$ cat src/rtl/dvp_pkg.sv
// Shared definitions for the DVP transmitter: FSM state codes, byte-phase codes, width helper.
package dvp_pkg;

  localparam logic [2:0] ST_IDLE   = 3'd0;
  localparam logic [2:0] ST_VSYNC  = 3'd1;
  localparam logic [2:0] ST_VBP    = 3'd2;
  localparam logic [2:0] ST_ACTIVE = 3'd3;
  localparam logic [2:0] ST_VFP    = 3'd4;

  localparam logic [1:0] BP_NONE = 2'd0;
  localparam logic [1:0] BP_HI   = 2'd1;
  localparam logic [1:0] BP_LO   = 2'd2;

  // Bits needed to count 0..v-1, never less than one bit.
  function automatic int unsigned dvp_clog2(input int unsigned v);
    int unsigned r;
    r = 1;
    while ((64'd1 << r) < 64'(v)) r = r + 1;
    return r;
  endfunction

endpackage

$ cat src/rtl/dvp_timing_gen.sv
// Horizontal/vertical counters for the DVP transmitter; v_cnt counts lines within the current FSM state.
module dvp_timing_gen #(
  parameter int unsigned LINE_CYC = 2816,
  parameter int unsigned H_W      = 12,
  parameter int unsigned V_W      = 10
) (
  input  logic           clk,
  input  logic           rst_n,
  input  logic           run,
  input  logic [V_W-1:0] last_line,
  output logic [H_W-1:0] h_cnt,
  output logic [V_W-1:0] v_cnt,
  output logic           eos_c
);

  logic eol_c;

  assign eol_c = (h_cnt == H_W'(LINE_CYC - 1));
  assign eos_c = eol_c && (v_cnt == last_line);

  // Counters sit at zero while idle so every frame starts at line 0, cycle 0.
  always_ff @(posedge clk or negedge rst_n) begin
    if (!rst_n) begin
      h_cnt <= '0;
      v_cnt <= '0;
    end else if (!run) begin
      h_cnt <= '0;
      v_cnt <= '0;
    end else if (eol_c) begin
      h_cnt <= '0;
      v_cnt <= eos_c ? '0 : v_cnt + V_W'(1);
    end else begin
      h_cnt <= h_cnt + H_W'(1);
    end
  end

endmodule

$ cat src/rtl/dvp_tx.sv
// DVP transmitter: serialises RGB565 pixels into Vsync/Href/Data byte timing, high byte first.
module dvp_tx
  import dvp_pkg::*;
#(
  parameter int unsigned H_ACTIVE    = 1280,
  parameter int unsigned H_BLANK     = 256,
  parameter int unsigned V_ACTIVE    = 720,
  parameter int unsigned VSYNC_LINES = 4,
  parameter int unsigned VBP_LINES   = 16,
  parameter int unsigned VFP_LINES   = 4,
  parameter bit          VSYNC_POL   = 1'b1
) (
  input  logic        Clk,
  input  logic        Rst_n,
  input  logic        Enable,
  input  logic [15:0] Pix_Data,
  input  logic        Pix_Valid,
  output logic        Pix_Ready,
  output logic        Vsync,
  output logic        Href,
  output logic [7:0]  Data,
  output logic        Frame_Start,
  output logic        Underrun,
  output logic        Busy
);

  localparam int unsigned LINE_CYC  = 2 * H_ACTIVE + H_BLANK;
  localparam int unsigned MAX_A     = (VSYNC_LINES > VBP_LINES) ? VSYNC_LINES : VBP_LINES;
  localparam int unsigned MAX_B     = (V_ACTIVE > VFP_LINES) ? V_ACTIVE : VFP_LINES;
  localparam int unsigned MAX_LINES = (MAX_A > MAX_B) ? MAX_A : MAX_B;
  localparam int unsigned H_W       = dvp_clog2(LINE_CYC);
  localparam int unsigned V_W       = dvp_clog2(MAX_LINES);

  localparam logic [V_W-1:0] VS_LAST  = V_W'(VSYNC_LINES - 1);
  localparam logic [V_W-1:0] VBP_LAST = V_W'(VBP_LINES - 1);
  localparam logic [V_W-1:0] VA_LAST  = V_W'(V_ACTIVE - 1);
  localparam logic [V_W-1:0] VFP_LAST = V_W'(VFP_LINES - 1);

  logic [2:0]     state, state_d;
  logic [H_W-1:0] h_cnt;
  logic [V_W-1:0] v_cnt, last_line;
  logic           eos_c, run;
  logic           vs_d, fs_d, busy_d, href_d;
  logic [1:0]     phase_d;
  logic           s1_vs, s1_fs, s1_busy, s1_href, s1_lo;
  logic [7:0]     lo_q;

  assign run = (state != ST_IDLE);

  dvp_timing_gen #(
    .LINE_CYC (LINE_CYC),
    .H_W      (H_W),
    .V_W      (V_W)
  ) u_timing (
    .clk       (Clk),
    .rst_n     (Rst_n),
    .run       (run),
    .last_line (last_line),
    .h_cnt     (h_cnt),
    .v_cnt     (v_cnt),
    .eos_c     (eos_c)
  );

  always_ff @(posedge Clk or negedge Rst_n) begin
    if (!Rst_n) state <= ST_IDLE;
    else        state <= state_d;
  end

  // Next state plus per-cycle decode of the counter position.
  always_comb begin
    state_d   = state;
    last_line = VS_LAST;
    vs_d      = 1'b0;
    fs_d      = 1'b0;
    busy_d    = 1'b0;
    href_d    = 1'b0;
    phase_d   = BP_NONE;
    case (state)
      ST_IDLE: begin
        if (Enable) state_d = ST_VSYNC;
      end
      ST_VSYNC: begin
        last_line = VS_LAST;
        vs_d      = 1'b1;
        fs_d      = (h_cnt == '0) && (v_cnt == '0);
        busy_d    = 1'b1;
        if (eos_c) state_d = ST_VBP;
      end
      ST_VBP: begin
        last_line = VBP_LAST;
        busy_d    = 1'b1;
        if (eos_c) state_d = ST_ACTIVE;
      end
      ST_ACTIVE: begin
        last_line = VA_LAST;
        busy_d    = 1'b1;
        href_d    = (h_cnt < H_W'(2 * H_ACTIVE));
        if (eos_c) state_d = ST_VFP;
      end
      ST_VFP: begin
        last_line = VFP_LAST;
        busy_d    = 1'b1;
        if (eos_c) state_d = Enable ? ST_VSYNC : ST_IDLE;
      end
      default: state_d = ST_IDLE;
    endcase
    if (href_d) phase_d = h_cnt[0] ? BP_LO : BP_HI;
  end

  // Two-stage output pipe: Pix_Ready leads the high byte on Data/Href by one cycle.
  always_ff @(posedge Clk or negedge Rst_n) begin
    if (!Rst_n) begin
      s1_vs       <= 1'b0;
      s1_fs       <= 1'b0;
      s1_busy     <= 1'b0;
      s1_href     <= 1'b0;
      s1_lo       <= 1'b0;
      lo_q        <= 8'h00;
      Pix_Ready   <= 1'b0;
      Vsync       <= ~VSYNC_POL;
      Href        <= 1'b0;
      Data        <= 8'h00;
      Frame_Start <= 1'b0;
      Busy        <= 1'b0;
    end else begin
      s1_vs       <= vs_d;
      s1_fs       <= fs_d;
      s1_busy     <= busy_d;
      s1_href     <= href_d;
      s1_lo       <= (phase_d == BP_LO);
      Pix_Ready   <= (phase_d == BP_HI);
      Vsync       <= s1_vs ? VSYNC_POL : ~VSYNC_POL;
      Href        <= s1_href;
      Frame_Start <= s1_fs;
      Busy        <= s1_busy;
      if (Pix_Ready) begin
        Data <= Pix_Valid ? Pix_Data[15:8] : 8'h00;
        lo_q <= Pix_Valid ? Pix_Data[7:0] : 8'h00;
      end else begin
        Data <= s1_lo ? lo_q : 8'h00;
      end
    end
  end

  // Flags the empty slot in the same cycle the source was offered it.
  assign Underrun = Pix_Ready & ~Pix_Valid;

endmodule

$ cat config.mk
export PLATFORM = sky130hd
export DESIGN_NAME = dvp_tx
export DESIGN_NICKNAME = d
export VERILOG_FILES = /design/src/rtl/dvp_pkg.sv /design/src/rtl/dvp_timing_gen.sv /design/src/rtl/dvp_tx.sv
export SDC_FILE = /design/constraint.sdc
export NUM_CORES = 1
export LEC_CHECK = 0
export CAP_MARGIN = 10
export CORE_ASPECT_RATIO = 1.75
export CORE_UTILIZATION = 58
export CTS_CLUSTER_DIAMETER = 150
export DETAILED_ROUTE_END_ITERATION = 8
export GPL_TIMING_DRIVEN = 0
export PLACE_DENSITY = 0.84
export SKIP_CTS_REPAIR_TIMING = 1
export SYNTH_ARGS = -nofsm -noshare
export SYNTH_HDL_FRONTEND = slang
export SYNTH_SLANG_ARGS = --single-unit
$ cat constraint.sdc
create_clock -name Clk -period 2.9 [get_ports Clk]
set_clock_uncertainty 0.05 [all_clocks]
set_input_delay 0.58 -clock Clk [delete_from_list [all_inputs] [get_ports Clk]]
set_output_delay 0.58 -clock Clk [all_outputs]
set_load 0.03 [all_outputs]
==> impl_metrics.tcl <==
set metrics [dict create \
    nNetsFinal 293 \
    clk_pin_slew_worst_paths_ps 90 \
    hold_class "primary input to async pin" \
    r2r-start "u_timing.h_cnt[0]" \
    avgSynthCellArea_sq_um 10.14 \
    clock_path_buffers 2 \
    clockPowerShare_pct 39.0 \
    row_count 30 \
    drv_slew 0 \
    synthDistinctLibCells 39 \
    fin_crit_ps 2472 \
    cts_root_buf "clkbuf_8" \
    slew_headroom_pct 65.62 \
    reg2reg_depth 7 \
    diodes 0 \
    vias 1817 \
    insertion_delay_ps 300 \
    areaGrowthSynthToFinish_pct 21.89 \
    yosys.area.top_type "dfrtp_1" \
    hpwl_microns 3375 \
    drc 0 \
    pre_cts_ws_ps 661.7 \
    core_area_sq_um 3866 \
    irDropWorstVdd_mv 0.4319 \
    htree_levels 2 \
    track_usage_pct 23.83 \
    viasPerCell 5.714 \
    wirelength_microns 4524 \
    synth_cells 229 \
    outcome "completed" \
    synthArstFlopShare_pct 100.0 \
    worst_slack_ps 428.0 \
    synth_area_leaders "dfrtp_1, nand3_1, xnor2_1, nand2_1, nor2_1" \
    ys.flop_type "dfrtp_1" \
    dr.pass1.iters 4 \
    timing.hold.ws_ps 155.2 \
    place.gp.congestion 0.8366 \
    p_seq_share_pct 57.5 \
    cts_tree "built" \
    fmax_mhz 404.5 \
    setup_violations 0 \
    final_util_pct 73.17 \
    timing.final.crit_share_pct 85.24 \
    io_buffers 32 \
    syn-num-nets 253 \
    cp_max_fo 10 \
    hold_viol 0 \
    die-area_sq_um 4269 \
    grt_first_pass_wirelength_microns 7686 \
    antenna_found_initial 0 \
    ios 34 \
    p_leak_nw 1.296 \
    die-width_microns 49.82 \
    power_density_nw_per_um2 436.7 \
    postRouteAntennaNets 0 \
    synth.top_cell.area_share_pct 54.99 \
    drv_cap 0 \
    r2r_end "u_timing.h_cnt[11]" \
    first_global_vias 1770 \
    drive_gt1_share_pct 6.667 \
    crit_path_end_kind "output port" \
    critPathArrivalTime_ps 1840 \
    comb_power_share_pct 3.5 \
    p_sw_uw 244.5 \
    path_class "flip-flop to output port" \
    grt_overflow_total 0 \
    seq_area_frac_synth_pct 54.99 \
    wl_per_cell_microns 14.23 \
    ys_ff_latch 51 \
    fp.dieH_microns 85.69 \
    tightest_slew_ps 508.5 \
    crit_required_ps 2270 \
    drt-initial-drc-count 37 \
    initial_core_util_pct 60.03 \
    power_mw 1.235 \
    synthesis.area_sq_um 2321 \
    num-fill-cells 298 \
    yosys_warnings 0 \
    fin_tns_setup_ps 0 \
    numCtsBuffers 5 \
    synth_edf_count 0 \
    power.internal_uw 991.0 \
    start_kind "flip-flop" \
    clock-sinks 51 \
    rsz0062_at_grt "no" \
    p_sw_share_pct 19.79 \
    grt_max_degree 34 \
    regToRegSetupSlack_ps 780 \
]
flip-flops by register name (all words and copies together) (netlist names), 3 cells and up:
signal,count
u_timing.v_cnt,10
u_timing.h_cnt,12
lo_q,8
state,3
Data,8
layout by cell type, fill, tap and decap left out, types with 7 or more instances in the layout:
cell             instances
o21ai_0                 10
a21oi_1                  7
dfrtp_1                 51
xnor2_1                  8
nand2_1                 18
a22o_1                   7
nor2_1                  18
nand3_1                 20
clkbuf_1                 7
clkdlybuf4s50_1         31
inv_1                   15
cell usage after synthesis, types with 5 or more instances:
library cell / count
nand3_1: 20
dfrtp_1: 51
a21oi_1: 7
or3_1: 5
xnor2_1: 8
clkbuf_1: 7
xor2_1: 5
nand2_1: 18
a22o_1: 7
nor2_1: 18
inv_1: 15
o21ai_0: 10
power by group through the flow:
stage / sequential [mW] / combinational (mW) / clock (mW)
after floorplan: 0.725 / 0.00228 / 0
after detailed placement: 0.725 / 0.0439 / 0
after global placement: 0.725 / 0.0413 / 0
final: 0.710 / 0.0429 / 0.482
after CTS: 0.710 / 0.0442 / 0.496
after global routing: 0.711 / 0.0480 / 0.522
layout make-up:
class,count,area [sq um],share of cell area [%]
buffer,11,46.29,1.636
clock buffer,5,68.82,2.433
clock inverter,3,43.79,1.548
inverter,15,56.30,1.990
multi-input combinational,152,942.2,33.30
sequential,51,1276,45.11
tap,48,60.06,2.123
timing repair buffer,33,335.3,11.85
worst max path at each step:
stage,start,end,slack [ps]
finish,Pix_Ready,Underrun,430
global route,Pix_Ready,Underrun,300
CTS,Pix_Ready,Underrun,410
detailed placement,Pix_Valid,Underrun,660
global placement,Rst_n,u_timing.h_cnt[2],-180
floorplan,Pix_Ready,Underrun,970
layer usage:
metal	GRT usage, %	wire [microns]
met1	24.76	1701
met2	43.61	2496
met3	4.787	195
met4	12.73	131
met5	0	0
critical path, cell delays in order (launching register included):
cell and delay (ps):
dfrtp_1 370, clkbuf_1 330, nor2b_1 180, clkdlybuf4s50_1 670
metrics by stage:
stage / std cells / cell area, sq um
detailed placement: 310 / 2716
floorplan: 229 / 2321
finish: 318 / 2829
global route: 318 / 2829
CTS: 318 / 2829
global placement: 309 / 2701
cell families after synthesis:
group | share of synthesized area, %
mux | 1.294
compound gates | 9.003
fa+ha+maj | 2.156
simple gates | 23.23
flops | 54.99
buf+inv | 4.421
xor+xnor | 4.906
No activity file was read; power rests on OpenSTA's default activity.
